File: src/rtl/scent_pkg.sv
// Shared byte codes, packet layout helpers and FSM encoding for the scent
// mode/timer command channel (used by both the receiver and the status reporter).
package scent_pkg;

  localparam logic [7:0] PKT_HEADER   = 8'hAA;
  localparam logic [7:0] MODE_CITRUS  = 8'h01;
  localparam logic [7:0] MODE_COTTON  = 8'h02;
  localparam logic [7:0] MODE_WOODY   = 8'h03;
  localparam logic [7:0] TIMER_30     = 8'h1E;
  localparam logic [7:0] TIMER_60     = 8'h3C;
  localparam logic [7:0] TIMER_120    = 8'h78;
  localparam logic [7:0] CODE_NONE    = 8'h00;

  localparam logic [1:0] ST_IDLE = 2'd0;
  localparam logic [1:0] ST_SEND = 2'd1;
  localparam logic [1:0] ST_WAIT = 2'd2;
  localparam logic [1:0] ST_DONE = 2'd3;

  typedef struct packed {
    logic [1:0] mode;
    logic [1:0] timer;
  } sel_t;

  function automatic logic [7:0] mode_code(input logic [1:0] m);
    logic [7:0] c;
    case (m)
      2'd0:    c = MODE_COTTON;
      2'd1:    c = MODE_WOODY;
      2'd2:    c = MODE_CITRUS;
      default: c = CODE_NONE;
    endcase
    return c;
  endfunction

  function automatic logic [7:0] timer_code(input logic [1:0] t);
    logic [7:0] c;
    case (t)
      2'd0:    c = TIMER_30;
      2'd1:    c = TIMER_60;
      2'd2:    c = TIMER_120;
      default: c = CODE_NONE;
    endcase
    return c;
  endfunction

  function automatic logic [7:0] pkt_checksum(input logic [7:0] m, input logic [7:0] t);
    return PKT_HEADER ^ m ^ t;
  endfunction

endpackage

File: src/rtl/uart_tx_byte.sv
// 8N1 byte serialiser: start bit, eight data bits LSB first, stop bit, each
// held BIT_CYC cycles; done pulses for one cycle once the stop bit has ended.
module uart_tx_byte #(
  parameter int BIT_CYC = 104
) (
  input  logic       clk,
  input  logic       reset,
  input  logic       start,
  input  logic [7:0] data,
  output logic       tx,
  output logic       done,
  output logic       busy
);

  localparam int CW = (BIT_CYC > 1) ? $clog2(BIT_CYC) : 1;

  logic [CW-1:0] cyc_r;
  logic [3:0]    bit_r;
  logic [7:0]    data_r;

  // Frame sequencer: bit_r is the index of the bit currently on the line (0 = start)
  always_ff @(posedge clk or negedge reset) begin
    if (!reset) begin
      tx     <= 1'b1;
      done   <= 1'b0;
      busy   <= 1'b0;
      cyc_r  <= '0;
      bit_r  <= 4'd0;
      data_r <= 8'h00;
    end else begin
      done <= 1'b0;
      if (!busy) begin
        if (start) begin
          tx     <= 1'b0;
          busy   <= 1'b1;
          data_r <= data;
          cyc_r  <= '0;
          bit_r  <= 4'd0;
        end else begin
          tx <= 1'b1;
        end
      end else if (cyc_r == CW'(BIT_CYC - 1)) begin
        cyc_r <= '0;
        if (bit_r == 4'd9) begin
          busy <= 1'b0;
          done <= 1'b1;
          tx   <= 1'b1;
        end else begin
          bit_r <= bit_r + 4'd1;
          tx    <= (bit_r == 4'd8) ? 1'b1 : data_r[bit_r[2:0]];
        end
      end else begin
        cyc_r <= cyc_r + CW'(1);
      end
    end
  end

endmodule

File: src/rtl/mode_status_reporter.sv
// Status return path: sends AA/mode/timer/checksum packets over UART when the
// selection changes or a request arrives. Optional periodic packets: STATUS_HEARTBEAT_EN.
module mode_status_reporter
  import scent_pkg::*;
#(
  parameter int CLK_HZ           = 1_000_000,
  parameter int BAUD             = 9600,
  parameter int HEARTBEAT_CYCLES = 1_000_000
) (
  input  logic       clk,
  input  logic       reset,
  input  logic [1:0] mode_sel,
  input  logic [1:0] timer_sel,
  input  logic       status_req,
  output logic       tx,
  output logic       busy,
  output logic       pkt_done
);

  localparam int BIT_CYC = CLK_HZ / BAUD;

  sel_t       in_q_r, last_sent_r, snap_r;
  logic       req_q_r, req_pend_r;
  logic [1:0] state_r, state_s;
  logic [1:0] idx_r, idx_s;
  logic       busy_r, pkt_done_r;
  logic       trig_s, hb_fire_s, start_s;
  logic [7:0] byte_s;
  logic       ser_tx_s, ser_done_s, ser_busy_s;

  assign trig_s = (in_q_r != last_sent_r) | req_q_r | req_pend_r | hb_fire_s;

`ifdef STATUS_HEARTBEAT_EN
  localparam int HB_W = $clog2(HEARTBEAT_CYCLES + 1);
  logic [HB_W-1:0] hb_cnt_r;

  assign hb_fire_s = (hb_cnt_r == HB_W'(HEARTBEAT_CYCLES - 1));

  // Idle interval counter; held at zero whenever a packet starts or is in flight
  always_ff @(posedge clk or negedge reset) begin
    if (!reset) begin
      hb_cnt_r <= '0;
    end else if ((state_r == ST_IDLE) && !trig_s) begin
      hb_cnt_r <= hb_cnt_r + HB_W'(1);
    end else begin
      hb_cnt_r <= '0;
    end
  end
`else
  assign hb_fire_s = 1'b0;
`endif

  // Packet byte selected by the current index from the frozen snapshot
  always_comb begin
    case (idx_r)
      2'd0:    byte_s = PKT_HEADER;
      2'd1:    byte_s = mode_code(snap_r.mode);
      2'd2:    byte_s = timer_code(snap_r.timer);
      2'd3:    byte_s = pkt_checksum(mode_code(snap_r.mode), timer_code(snap_r.timer));
      default: byte_s = PKT_HEADER;
    endcase
  end

  // Packet sequencing FSM next-state logic
  always_comb begin
    state_s = state_r;
    idx_s   = idx_r;
    start_s = 1'b0;
    case (state_r)
      ST_IDLE: begin
        if (trig_s) begin
          state_s = ST_SEND;
          idx_s   = 2'd0;
        end else begin
          state_s = ST_IDLE;
        end
      end
      ST_SEND: begin
        if (!ser_busy_s) begin
          start_s = 1'b1;
          state_s = ST_WAIT;
        end else begin
          state_s = ST_SEND;
        end
      end
      ST_WAIT: begin
        if (ser_done_s) begin
          if (idx_r == 2'd3) begin
            state_s = ST_DONE;
          end else begin
            idx_s   = idx_r + 2'd1;
            state_s = ST_SEND;
          end
        end else begin
          state_s = ST_WAIT;
        end
      end
      ST_DONE: state_s = ST_IDLE;
      default: state_s = ST_IDLE;
    endcase
  end

  // State, input sampling and request bookkeeping; busy/pkt_done registered from next state
  always_ff @(posedge clk or negedge reset) begin
    if (!reset) begin
      state_r     <= ST_IDLE;
      idx_r       <= 2'd0;
      in_q_r      <= '0;
      last_sent_r <= '0;
      snap_r      <= '0;
      req_q_r     <= 1'b0;
      req_pend_r  <= 1'b0;
      busy_r      <= 1'b0;
      pkt_done_r  <= 1'b0;
    end else begin
      state_r    <= state_s;
      idx_r      <= idx_s;
      in_q_r     <= {mode_sel, timer_sel};
      req_q_r    <= status_req;
      busy_r     <= (state_s != ST_IDLE);
      pkt_done_r <= (state_s == ST_DONE);
      if ((state_r == ST_IDLE) && trig_s) begin
        snap_r      <= in_q_r;
        last_sent_r <= in_q_r;
        req_pend_r  <= 1'b0;
      end else if (req_q_r && (state_r != ST_IDLE)) begin
        req_pend_r <= 1'b1;
      end else begin
        req_pend_r <= req_pend_r;
      end
    end
  end

  assign tx       = ser_tx_s;
  assign busy     = busy_r;
  assign pkt_done = pkt_done_r;

  uart_tx_byte #(.BIT_CYC(BIT_CYC)) u_ser (
    .clk   (clk),
    .reset (reset),
    .start (start_s),
    .data  (byte_s),
    .tx    (ser_tx_s),
    .done  (ser_done_s),
    .busy  (ser_busy_s)
  );

endmodule
File: config.mk
export PLATFORM = sky130hd
export DESIGN_NAME = mode_status_reporter
export DESIGN_NICKNAME = d
export VERILOG_FILES = /design/src/rtl/scent_pkg.sv /design/src/rtl/uart_tx_byte.sv /design/src/rtl/mode_status_reporter.sv
export SDC_FILE = /design/constraint.sdc
export NUM_CORES = 1
export LEC_CHECK = 0
export BUFFER_PORTS_ARGS = -buffer_cell sky130_fd_sc_hd__buf_2
export CAP_MARGIN = 40
export CELL_PAD_IN_SITES_DETAIL_PLACEMENT = 1
export CELL_PAD_IN_SITES_GLOBAL_PLACEMENT = 2
export CORE_UTILIZATION = 42
export CTS_CLUSTER_SIZE = 25
export DETAILED_ROUTE_END_ITERATION = 6
export PLACE_DENSITY = 0.85
export SETUP_SLACK_MARGIN = 0.2
export SKIP_CTS_REPAIR_TIMING = 1
export SLEW_MARGIN = 20
export SYNTH_ARGS = -nofsm -noshare
export SYNTH_HDL_FRONTEND = slang
export SYNTH_SLANG_ARGS = --single-unit
File: constraint.sdc
create_clock -name clk -period 2.7 [get_ports clk]
set_input_delay 0.135 -clock clk [delete_from_list [all_inputs] [get_ports clk]]
set_output_delay 0.135 -clock clk [all_outputs]
set_load 0.005 [all_outputs]
# After elaboration in Yosys (flattened, before gate mapping)
# Cells that the tools add are included.
# Widths: inputs -> output; s select.
# totals
out_inout_bits	3
input_bits	7
regBits	38
# classes
n_eq_ne	20
reduce_logical	14
muxes	39
magnitude_cmp	1
bitwise_logic	5
addsub	3
# op_table
operator	count
$pmux 8 s4	1
$mux 7	3
$pmux 7 s3	1
$mux 1	18
$mux 4	4
$mux 8	2
$eq 2x2->1 const B	7
$mux 2	6
$reduce_bool 2->1	5
$eq 2x1->1 const B	4
$eq 4x4->1 const B	2
$logic_not 2->1	4
$ne 2x2->1 const B	4
$pmux 2 s4	1
$xor 8x8->8	1
$add 7x1->7 const B	1
$eq 7x7->1 const B	1
$pmux 2 s3	1
$add 4x1->4 const B	1
$lt 3x4->1 const B	1
$ne 4x4->1	1
$not 4->4	1
$pmux 2 s2	1
$reduce_and 4->1	1
8 further kinds	10

# Logic depth before layout (Yosys ltp)
# Gate-level depths: netlist of run 1.
# depth
ltp_word	6
depth_mapped	6

# Modules after synthesis
# Synthesis of run 1 repeated with hierarchy kept, for this count alone.
# unflattened
hier_cells	194
area_unflattened_um2	2082.0
# modules_own_cells
module	seq_area_each_um2	cells_each	n_inst	area_per_inst_um2
uart_tx_byte	551.8	102	1	1133.6
mode_status_reporter	400.4	92	1	948.4

# Worst setup path after synthesis of run 1
# No wires, ideal clock.
# synth_path
path_type	register to register
startpoint	reg u_ser.bit_r[0]
endpoint	reg u_ser.tx
slack_ps	1051
setup_time_ps	86
t_required_ps	2614
stages_incl_launch_ff	5
arrival_time_ps	1563
cell_sequence	dfrtp_1 -> mux4_2 -> or3b_1 -> a311oi_1 -> a21oi_1
# synth_via
elab_chain_len	6
# synth_rtl
item	line	rtl
from (decl)	uart_tx_byte.sv:18	logic [3:0] bit_r;
from (signal assigned)	uart_tx_byte.sv:49	bit_r <= bit_r + 4'd1;
$bmux 1 s3	uart_tx_byte.sv:50	tx <= (bit_r == 4'd8) ? 1'b1 : data_r[bit_r[2:0]];
$mux 1 (not written as such)	uart_tx_byte.sv:50	
$mux 1	uart_tx_byte.sv:50	
$mux 1 (*)	uart_tx_byte.sv:44	if (bit_r == 4'd9) begin
$mux 1 (*)	uart_tx_byte.sv:42	end else if (cyc_r == CW'(BIT_CYC - 1)) begin
$mux 1 (*)	uart_tx_byte.sv:32	if (!busy) begin
to (signal assigned)	uart_tx_byte.sv:50	
to (decl)	uart_tx_byte.sv:10	output logic tx,
# Mark *: on every way between the ends. The rest lies on a longest branch, timed or not. The select of a mux whose other input is x is not followed.
# A chain may end at the register's enable or synchronous reset.

# Worst setup path after layout of run 1
# Ends and elaborated chain as after synthesis.

==> impl_metrics.csv, run 1 <==
group,metric,value,unit
synth,synthDominantCellAreaShare,48.6,%
sta,min_period,1.77,ns
clock_tree,cts_tree,"done",
sta,worst_pin_slew,0.805,ns
floorplan,initial_core_util,43.8,%
power,p_sw,622,uW
synth,yosys_warnings,0,
place,dp_hpwl,3030,um
power,ir_worst_vdd,0.000397,V
sta,rsz0062_at_grt,"no",
synth,synthCells,188,
clock_tree,htreeDepth,2,
drt,drt_wl_total,4210,um
floorplan,core,0.00435,mm^2
drt,vias,1427,
setup_path,worst-path-buf-inv,0,
sta,max_freq,0.567,GHz
synth,syn_area,0.00191,mm^2
synth,yosys-top-cells-area,"dfrtp_1, ha_1, o21ai_0",
synth,synth_edf_count,0,
place,place_area,0.00200,mm^2
clock_tree,cts_buffers,5,
drt,wl_per_cell,16.2,um
setup_path,critical_path.max_stage_delay,0.54,ns
setup_path,worstPathArrival,1.98,ns
synth,synth.distinct_cells,40,
final_layout,final_cell_mix,"dfrtp_1, o21ai_0, nand2_1",
power,pwr-share-clk,26.5,%
drt,drtAntennaViolNets,0,
floorplan,rows,24,
setup_path,timing.rr.start,"u_ser.bit_r[0]$_DFFE_PN0P_",
synth,synth-seq-area-share,49.9,%
setup_path,critPathSlowestCell,"mux4_2",
power,power_frac_seq,45.2,%
clock_tree,insertion_delay,0.29,ns
power,power.internal,1200,uW
place,place_ws,0.936,ns
setup_path,r2r_end,"u_ser.tx$_DFFE_PN1P_",
setup_path,path_class,"flop to flop",
final_layout,final_common_cell,"dfrtp_1",
clock_tree,root_buffer,"clkbuf_8",
floorplan,io_pins,10,
clock_tree,numClockSinks,38,
synth,syn-mean-instance-area,10.1,um^2
global_route,grt_pass1_vias,1450,
synth,ys.flop_type,"dfrtp_1",
floorplan,die_h,69.4,um
sta,final.setup.worst_slack,0.935,ns
setup_path,worstPathMaxFanout,7,
final_layout,finalNetCount,228,
clock_tree,cts.path.max_buffers,2,
drt,drt_drc_violations_left,0,
final_layout,fin_area,0.00220,mm^2
final_layout,multi_input_area,891,um^2
power,leakage,0.000985,uW
sta,fin_tns_setup,0,ns
final_layout,area_delta_synth_final,15.6,%
setup_path,worstSetupStartpointType,"flop",
place,port_buffers,9,
setup_path,crit_path_end_kind,"flop",
hold_path,hold_class,"primary input to async pin",
synth,syn_nets,209,
setup_path,reg2regPathDepth,4,
global_route,grt_max_degree,39,
floorplan,die_w,69.4,um
synth,yosys.area.top_type,"dfrtp_1",
power,switching_share,34.1,%
final_layout,num_antenna_cells,0,
clock_tree,clkTransAtPathRegs,0.08,ns
status,status,"complete, no violations",
sta,maxSlewViolCount,0,
setup_path,worstPathRequired,2.91,ns
drt,drt_iter0_markers,81,
setup_path,r2r_slack,0.93,ns
place,gp_congestion,0.811,
final_layout,fill_cells,496,
power,power_density,827,mW/mm^2
sta,finalCritPeriodShare,65.4,%
setup_path,crit_family,"multiplexers",
global_route,grt_pass1_wl,7100,um
synth,synth-seq-cells,38,
power,combPwrFrac,28.2,%
sta,finalSetupViolCount,0,
drt,drt_first_pass_iters,4,
final_layout,regArea,952,um^2
sta,slew_headroom,46.1,%
setup_path,crit_chain,"mux4_2, or3b_1, a311oi_1, a21oi_1",
sta,finalHoldViolCount,0,
global_route,grt_use_total,18.9,%
floorplan,die_area,0.00481,mm^2
global_route,grt-ovfl-total,0,
run,cap_violations,0,
sta,finalHoldWorstSlack,0.288,ns
global_route,antenna_found_initial,0,
synth,synthArstFlopShare,100,%
final_layout,drive_gt1_share,11.1,%
drt,vias_per_cell,5.49,
sta,fin_worst_skew,0.00854,ns
==> power by group through the flow <==
| stage | logic [uW] | registers [uW] | clock network, uW |
|---|---|---|---|
| floorplan | 367 | 802 | 0 |
| global route | 589 | 849 | 519 |
| CTS | 511 | 827 | 494 |
| global placement | 471 | 825 | 0 |
| detailed placement | 497 | 838 | 0 |
| finish | 515 | 824 | 483 |
==> through the flow <==
| step | power, uW | instances | util, % |
|---|---|---|---|
| floorplan | 1170 | 188 | - |
| global placement | 1300 | 245 | 46.0 |
| detailed placement | 1330 | 245 | 46.0 |
| CTS | 1830 | 253 | 48.6 |
| global route | 1960 | 260 | 50.6 |
| finish | 1820 | 260 | 50.6 |
==> worst register-to-register path: cells and delay by family (launching register included) <==
family / cells / cell delay [ns]
compound gates: 2 / 0.29
flops: 1 / 0.51
mux: 1 / 0.54
simple gates: 1 / 0.36
==> synth_stat cells (all sizes together), types with 2 or more instances <==
master  count
dfrtp      37
o21ai      25
nand2      24
ha         14
inv        12
nor2       10
xor2        6
a21oi       4
and3        4
clkbuf      4
nand3       4
nor2b       4
a211oi      3
a22o        3
mux2i       3
a21o        2
a311oi      2
a31oi       2
nand3b      2
nand4       2
nor3        2
o31ai       2
xnor2       2
==> layer usage <==
| layer | part of all wire, % | track usage, % | vias to the layer above |
|---|---|---|---|
| met4 | 1.4 | 6.12 | 0 |
| met3 | 2.1 | 3.63 | 7 |
| met5 | 0 | 0 | - |
| met2 | 46 | 29.4 | 17 |
| li1 | - | - | 697 |
| met1 | 50 | 26.6 | 706 |
==> state kept, by name, summed over array words and instances (netlist names) <==
register	flops
u_ser.data_r	8
u_ser.cyc_r	7
in_q_r	4
snap_r	4
u_ser.bit_r	4
idx_r	2
state_r	2
busy	1
pkt_done	1
req_pend_r	1
req_q_r	1
u_ser.busy	1
u_ser.done	1
u_ser.tx	1
==> kinds of logic after synthesis <==
| group | count (synthesis) | share of synthesized area, % |
|---|---|---|
| AND/OR/NAND/NOR | 58 | 15.1 |
| AO/OA/AOI/OAI | 49 | 16.0 |
| flip-flops | 38 | 49.9 |
| buffers and inverters | 17 | 3.35 |
| adder cells (fa/ha/maj) | 14 | 9.19 |
| XOR/XNOR | 8 | 3.67 |
| multiplexers | 4 | 2.76 |
==> final cells by class <==
cell class | count | share of cell area (%)
inverters | 13 | 2.21
repair buffers | 16 | 6.02
clock inverters | 3 | 2.04
well taps | 52 | 2.95
multi-input cells | 133 | 40.4
clock buffers | 5 | 3.12
flip-flops and latches | 38 | 43.2
==> how the worst max path moves through the flow <==
stage | endpoint | slack, ns | from | cells past startpoint
2_1_floorplan | u_ser.tx$_DFFE_PN1P_ | 1.05 | u_ser.bit_r[0]$_DFFE_PN0P_ | 4
3_3_place_gp | u_ser.tx$_DFFE_PN1P_ | 1.00 | u_ser.bit_r[0]$_DFFE_PN0P_ | 4
3_5_place_dp | u_ser.tx$_DFFE_PN1P_ | 0.94 | u_ser.bit_r[0]$_DFFE_PN0P_ | 4
4_1_cts | u_ser.tx$_DFFE_PN1P_ | 0.93 | u_ser.bit_r[0]$_DFFE_PN0P_ | 4
5_1_grt | u_ser.tx$_DFFE_PN1P_ | 0.84 | u_ser.bit_r[0]$_DFFE_PN0P_ | 6
6_report | u_ser.tx$_DFFE_PN1P_ | 0.93 | u_ser.bit_r[0]$_DFFE_PN0P_ | 4
Power figures use the tool's default switching activity.
==> run 2: changes to the inputs <==
CORE_UTILIZATION = 39   (was 42)
PLACE_DENSITY = 0.8   (was 0.85)
clock period = 1.75 ns   (was 2.7 ns; I/O delays follow)
==> run 2 against run 1 <==
Largest cell class unchanged. Design area grew 4.5%. Utilization shrank 1.8 points. Via count up 3.1%. Die area grew 7.5%.
==> impl_metrics.csv, run 2 (synthesis gave the netlist of run 1 again) <==
group,metric,value,unit
setup_path,crit_start,"u_ser.bit_r[0]$_DFFE_PN0P_",
setup_path,r2r_end,"u_ser.tx$_DFFE_PN1P_",
power,leakage,0.00102,uW
global_route,grt_use_total,18.5,%
floorplan,die_h,71.9,um
setup_path,worstSetupStartpointType,"flop",
setup_path,endpoint,"u_ser.tx$_DFFE_PN1P_",
drt,wl_per_cell,15.5,um
power,switching_share,36.1,%
global_route,grt-ovfl-total,0,
setup_path,critical_path.max_stage_delay,0.52,ns
final_layout,finalNetCount,236,
sta,finalHoldViolCount,0,
sta,fin_tns_setup,0,ns
place,gp_congestion,0.800,
final_layout,fin_area,0.00230,mm^2
clock_tree,clkTransAtPathRegs,0.07,ns
global_route,grt_pass1_wl,7200,um
floorplan,die_area,0.00517,mm^2
sta,max_freq,0.599,GHz
setup_path,crit_path_end_kind,"flop",
clock_tree,cts_buffers,5,
setup_path,r2r_slack,0.08,ns
clock_tree,cts.path.max_buffers,2,
power,power.internal,1760,uW
status,status,"complete, no violations",
setup_path,critPathSlowestCell,"mux4_2",
sta,min_period,1.67,ns
final_layout,fill_cells,527,
power,p_total,2750,uW
setup_path,timing.rr.start,"u_ser.bit_r[0]$_DFFE_PN0P_",
final_layout,final_common_cell,"dfrtp_1",
drt,drt_wl_total,4360,um
clock_tree,numClockSinks,38,
sta,fin_worst_skew,0.00867,ns
sta,maxSlewViolCount,0,
final_layout,final_cell_mix,"dfrtp_1, nand2_1, o21ai_0",
final_layout,num_antenna_cells,0,
place,dp_hpwl,3200,um
global_route,grt_max_degree,27,
clock_tree,cts_tree,"done",
floorplan,initial_core_util,40.4,%
power,p_sw,994,uW
place,place_area,0.00206,mm^2
final_layout,largest_reg_flops,8,
sta,worst_pin_slew,0.616,ns
clock_tree,htreeDepth,2,
setup_path,path_class,"flop to flop",
power,ir_worst_vdd,0.000657,V
floorplan,rows,25,
setup_path,worstPathArrival,1.89,ns
global_route,antenna_found_initial,0,
final_layout,top_register,"u_ser.data_r",
power,power_frac_seq,46.5,%
setup_path,worstPathRequired,1.97,ns
drt,drtAntennaViolNets,0,
place,port_buffers,9,
drt,drt_iter0_markers,40,
clock_tree,root_buffer,"clkbuf_8",
run,cap_violations,0,
sta,slew_headroom,58.9,%
power,pwr-share-clk,21.1,%
floorplan,die_w,71.9,um
setup_path,crit_chain,"mux4_2, or3b_1, a311oi_2, a21oi_1",
sta,finalSetupViolCount,0,
hold_path,hold_class,"primary input to async pin",
setup_path,reg2regPathDepth,4,
clock_tree,insertion_delay,0.29,ns
global_route,grt_pass1_vias,1498,
power,power_density,1190,mW/mm^2
drt,vias,1471,
floorplan,core,0.00472,mm^2
power,combPwrFrac,32.4,%
sta,rsz0062_at_grt,"yes",
setup_path,worstPathMaxFanout,6,
drt,drt_drc_violations_left,0,
floorplan,io_pins,10,
drt,drt_first_pass_iters,4,
final_layout,reg_top3,"u_ser.data_r: 8 flops, u_ser.cyc_r: 7 flops",
drt,vias_per_cell,5.22,
sta,finalCritPeriodShare,95.4,%
final_layout,drive_gt1_share,20.0,%
final_layout,area_delta_synth_final,20.8,%
-- run 2: cell types whose count changed in the layout (fill, tap and decap cells not counted), sizes merged --
cell      delta
bufinv       -1
clkinv       +2
buf          +8
clkinvlp     -2
-- run 2: power groups by stage --
stage	clock network, uW	logic [uW]	registers [uW]
after global placement	0	736	1270
after detailed placement	0	776	1290
after CTS	602	782	1270
after floorplan	0	566	1240
final	581	890	1280
after global routing	628	1030	1320
-- run 2: worst min-delay path by stage --
stage               slack (ns)  cells after the start                    endpoint  start
floorplan                -0.21                      0              busy$_DFF_PN0_  reset
global placement          0.13                      1  u_ser.bit_r[1]$_DFFE_PN0P_  reset
detailed placement        0.14                      1  u_ser.bit_r[1]$_DFFE_PN0P_  reset
CTS                      -0.18                      1  u_ser.bit_r[1]$_DFFE_PN0P_  reset
global route              0.39                      2  u_ser.cyc_r[3]$_DFFE_PN0P_  reset
finish                    0.34                      2  u_ser.bit_r[2]$_DFFE_PN0P_  reset
-- run 2: cell type report --
cell class / instances / area [um^2] / area share [%]
clock buffers: 5 / 68.8 / 2.99
flip-flops and latches: 38 / 956 / 41.5
repair buffers: 24 / 185 / 8.04
inverters: 13 / 48.8 / 2.12
multi-input cells: 133 / 951 / 41.3
well taps: 67 / 83.8 / 3.64
clock inverters: 2 / 10.0 / 0.435
-- run 2: routing by layer --
layer / routed length [um] / track usage (%) / vias up
li1: - / - / 713
met1: 1810 / 21.0 / 740
met2: 2400 / 34.4 / 13
met3: 96 / 4.17 / 5
met4: 53 / 5.88 / 0
met5: 0 / 0 / -
-- run 2: critical path: cells and delay by family, from the launching register on --
kind	cells	cell delay, ns
muxes	1	0.52
DFF	1	0.42
and+or+nand+nor	1	0.38
AOI/OAI and AO/OA	2	0.28
-- run 2: per-stage QoR --
stage / hold WS, ns / setup WS, ns / util [%] / instances
floorplan: -0.208 / 0.158 / - / 188
global placement: 0.130 / 0.106 / 43.6 / 265
detailed placement: 0.140 / 0.0537 / 43.6 / 265
CTS: -0.182 / 0.0426 / 45.3 / 272
global route: 0.393 / 0.0167 / 48.8 / 282
finish: 0.335 / 0.0813 / 48.8 / 282
==> run 3: changes to the inputs <==
PLACE_DENSITY = not set   (was 0.8)
PLACE_DENSITY_LB_ADDON = 0.1   (was not set)
REMOVE_ABC_BUFFERS = 1   (was not set)
SLEW_MARGIN = 5   (was 20)
==> run 3 against run 2 <==
Setup slack better by 0.036 ns. Cell count up 1.4%. Sequential power about the same. Count of clock-buffer cells in the layout up 1. Design area up 3.4%. First-iteration DRC count up 45%. Die area unchanged. Sequential share of layout area down 1.4 points. Via count up 0.41%. Sequential cell count unchanged. Clock power up 60%. Critical path depth unchanged.
==> impl_metrics.csv, run 3 (synthesis gave the netlist of run 1 again) <==
group,metric,value,unit
setup_path,crit_chain,"mux4_2, or3b_1, a311oi_2, a21oi_1",
sta,worst_pin_slew,0.511,ns
sta,slew_headroom,65.8,%
drt,drt_wl_total,4560,um
final_layout,top_register,"u_ser.data_r",
sta,rsz0062_at_grt,"yes",
clock_tree,cts_buffers,5,
sta,maxSlewViolCount,0,
global_route,grt_pass1_vias,1535,
setup_path,worst-path-buf-inv,0,
hold_path,hold_class,"primary input to async pin",
drt,drt_first_pass_iters,4,
drt,dr_wl_met2,2500,um
setup_path,worstSetupStartpointType,"flop",
global_route,antenna_found_initial,0,
drt,vias_per_cell,5.16,
final_layout,num_antenna_cells,0,
floorplan,die_h,71.9,um
clock_tree,numClockSinks,38,
setup_path,worstPathMaxFanout,4,
final_layout,reg_top3,"u_ser.data_r: 8 flops, u_ser.cyc_r: 7 flops",
setup_path,path_class,"flop to flop",
drt,wl_met1,1940,um
setup_path,critPathSlowestCell,"mux4_2",
place,dp_cells,267,
setup_path,worstPathRequired,1.97,ns
power,ir_worst_vdd,0.000563,V
global_route,grt-ovfl-total,0,
drt,wl_met3,95,um
final_layout,area_delta_synth_final,24.9,%
clock_tree,root_buffer,"clkbuf_8",
setup_path,worstPathArrival,1.85,ns
final_layout,drive_gt1_share,22.8,%
final_layout,final_common_cell,"dfrtp_1",
sta,finalCritPeriodShare,93.3,%
clock_tree,htreeDepth,2,
floorplan,core,0.00472,mm^2
sta,finalHoldViolCount,0,
floorplan,io_pins,10,
status,status,"complete, no violations",
setup_path,crit_path_end_kind,"flop",
clock_tree,cts.path.max_buffers,2,
place,gp_congestion,0.798,
setup_path,critical_path.max_stage_delay,0.52,ns
sta,fin_worst_skew,0.00705,ns
floorplan,initial_core_util,40.4,%
global_route,grt_pass1_wl,7510,um
floorplan,die_w,71.9,um
drt,drt_iter0_markers,58,
global_route,grt_max_degree,39,
sta,min_period,1.63,ns
setup_path,crit_family,"multiplexers",
place,port_buffers,9,
final_layout,final_cell_mix,"dfrtp_1, nand2_1, o21ai_0",
final_layout,largest_reg_flops,8,
setup_path,crit_start,"u_ser.bit_r[0]$_DFFE_PN0P_",
clock_tree,clkTransAtPathRegs,0.08,ns
floorplan,rows,25,
final_layout,finalNetCount,239,
sta,finalSetupViolCount,0,
final_layout,instances_no_fill,286,
drt,drtAntennaViolNets,0,
sta,max_freq,0.613,GHz
sta,fin_tns_setup,0,ns
clock_tree,cts_tree,"done",
place,dp_hpwl,3260,um
final_layout,fill_cells,528,
drt,drt_drc_violations_left,0,
global_route,grt_use_total,19.4,%
drt,wl_per_cell,16.0,um
power,leakage,0.00106,uW
drt,vias,1477,
drt,top_layer,"met4",
floorplan,die_area,0.00517,mm^2
run,cap_violations,0,
clock_tree,insertion_delay,0.29,ns
setup_path,timing.rr.start,"u_ser.bit_r[0]$_DFFE_PN0P_",
power,power_density,1320,mW/mm^2
==> run 3: report_power, final <==
group          switching [uW]  leakage [uW]  internal [uW]
Combinational             493      0.000534            443
Clock                     320     0.0000714            608
Sequential                195      0.000450           1080
Total                    1010       0.00106           2130
==> run 3: path summary, 6_finish.rpt <==
path	end	slack, ns	cells after the start
max in group asynchronous	snap_r[1]$_DFFE_PN0P_	1.01	3
worst max-delay path	u_ser.tx$_DFFE_PN1P_	0.12	4
worst min-delay path	u_ser.bit_r[1]$_DFFE_PN0P_	0.37	3
worst max register to register	u_ser.tx$_DFFE_PN1P_	0.12	4
worst min register to register	u_ser.tx$_DFFE_PN1P_	0.47	2
min in group clk	in_q_r[1]$_DFF_PN0_	0.43	2
==> run 3: cell type report <==
class                           count  area (um^2)  share of cell area, %
Sequential cell                    38          956                   40.1
Clock buffer                        6         82.6                   3.47
Multi-Input combinational cell    133          955                   40.1
Clock inverter                      2         60.1                   2.52
Tap cell                           67         83.8                   3.52
Inverter                           13         48.8                   2.05
Timing Repair Buffer               27          195                   8.20
==> run 3: stage by stage <==
stage / setup WS (ns) / hold WS, ns / area, um^2 / power (uW) / util (%)
after floorplan: 0.101 / -0.208 / 1890 / 1800 / -
after global placement: 0.126 / 0.166 / 2070 / 2040 / 43.9
after detailed placement: 0.0682 / 0.173 / 2070 / 2090 / 43.9
after CTS: 0.0609 / -0.141 / 2220 / 3030 / 46.9
after global routing: 0.00480 / 0.423 / 2380 / 3360 / 50.4
final: 0.117 / 0.371 / 2380 / 3140 / 50.4
==> run 3: routing by layer <==
layer	up-vias	track usage (%)
li1	717	-
met1	744	24.1
met2	12	33.8
met3	4	4.58
met4	0	5.45
met5	-	0
==> run 3: tightest hold or removal path, delay by kind of cell <==
family / cells / cell delay, ns
buffers and inverters: 3 / 1.02
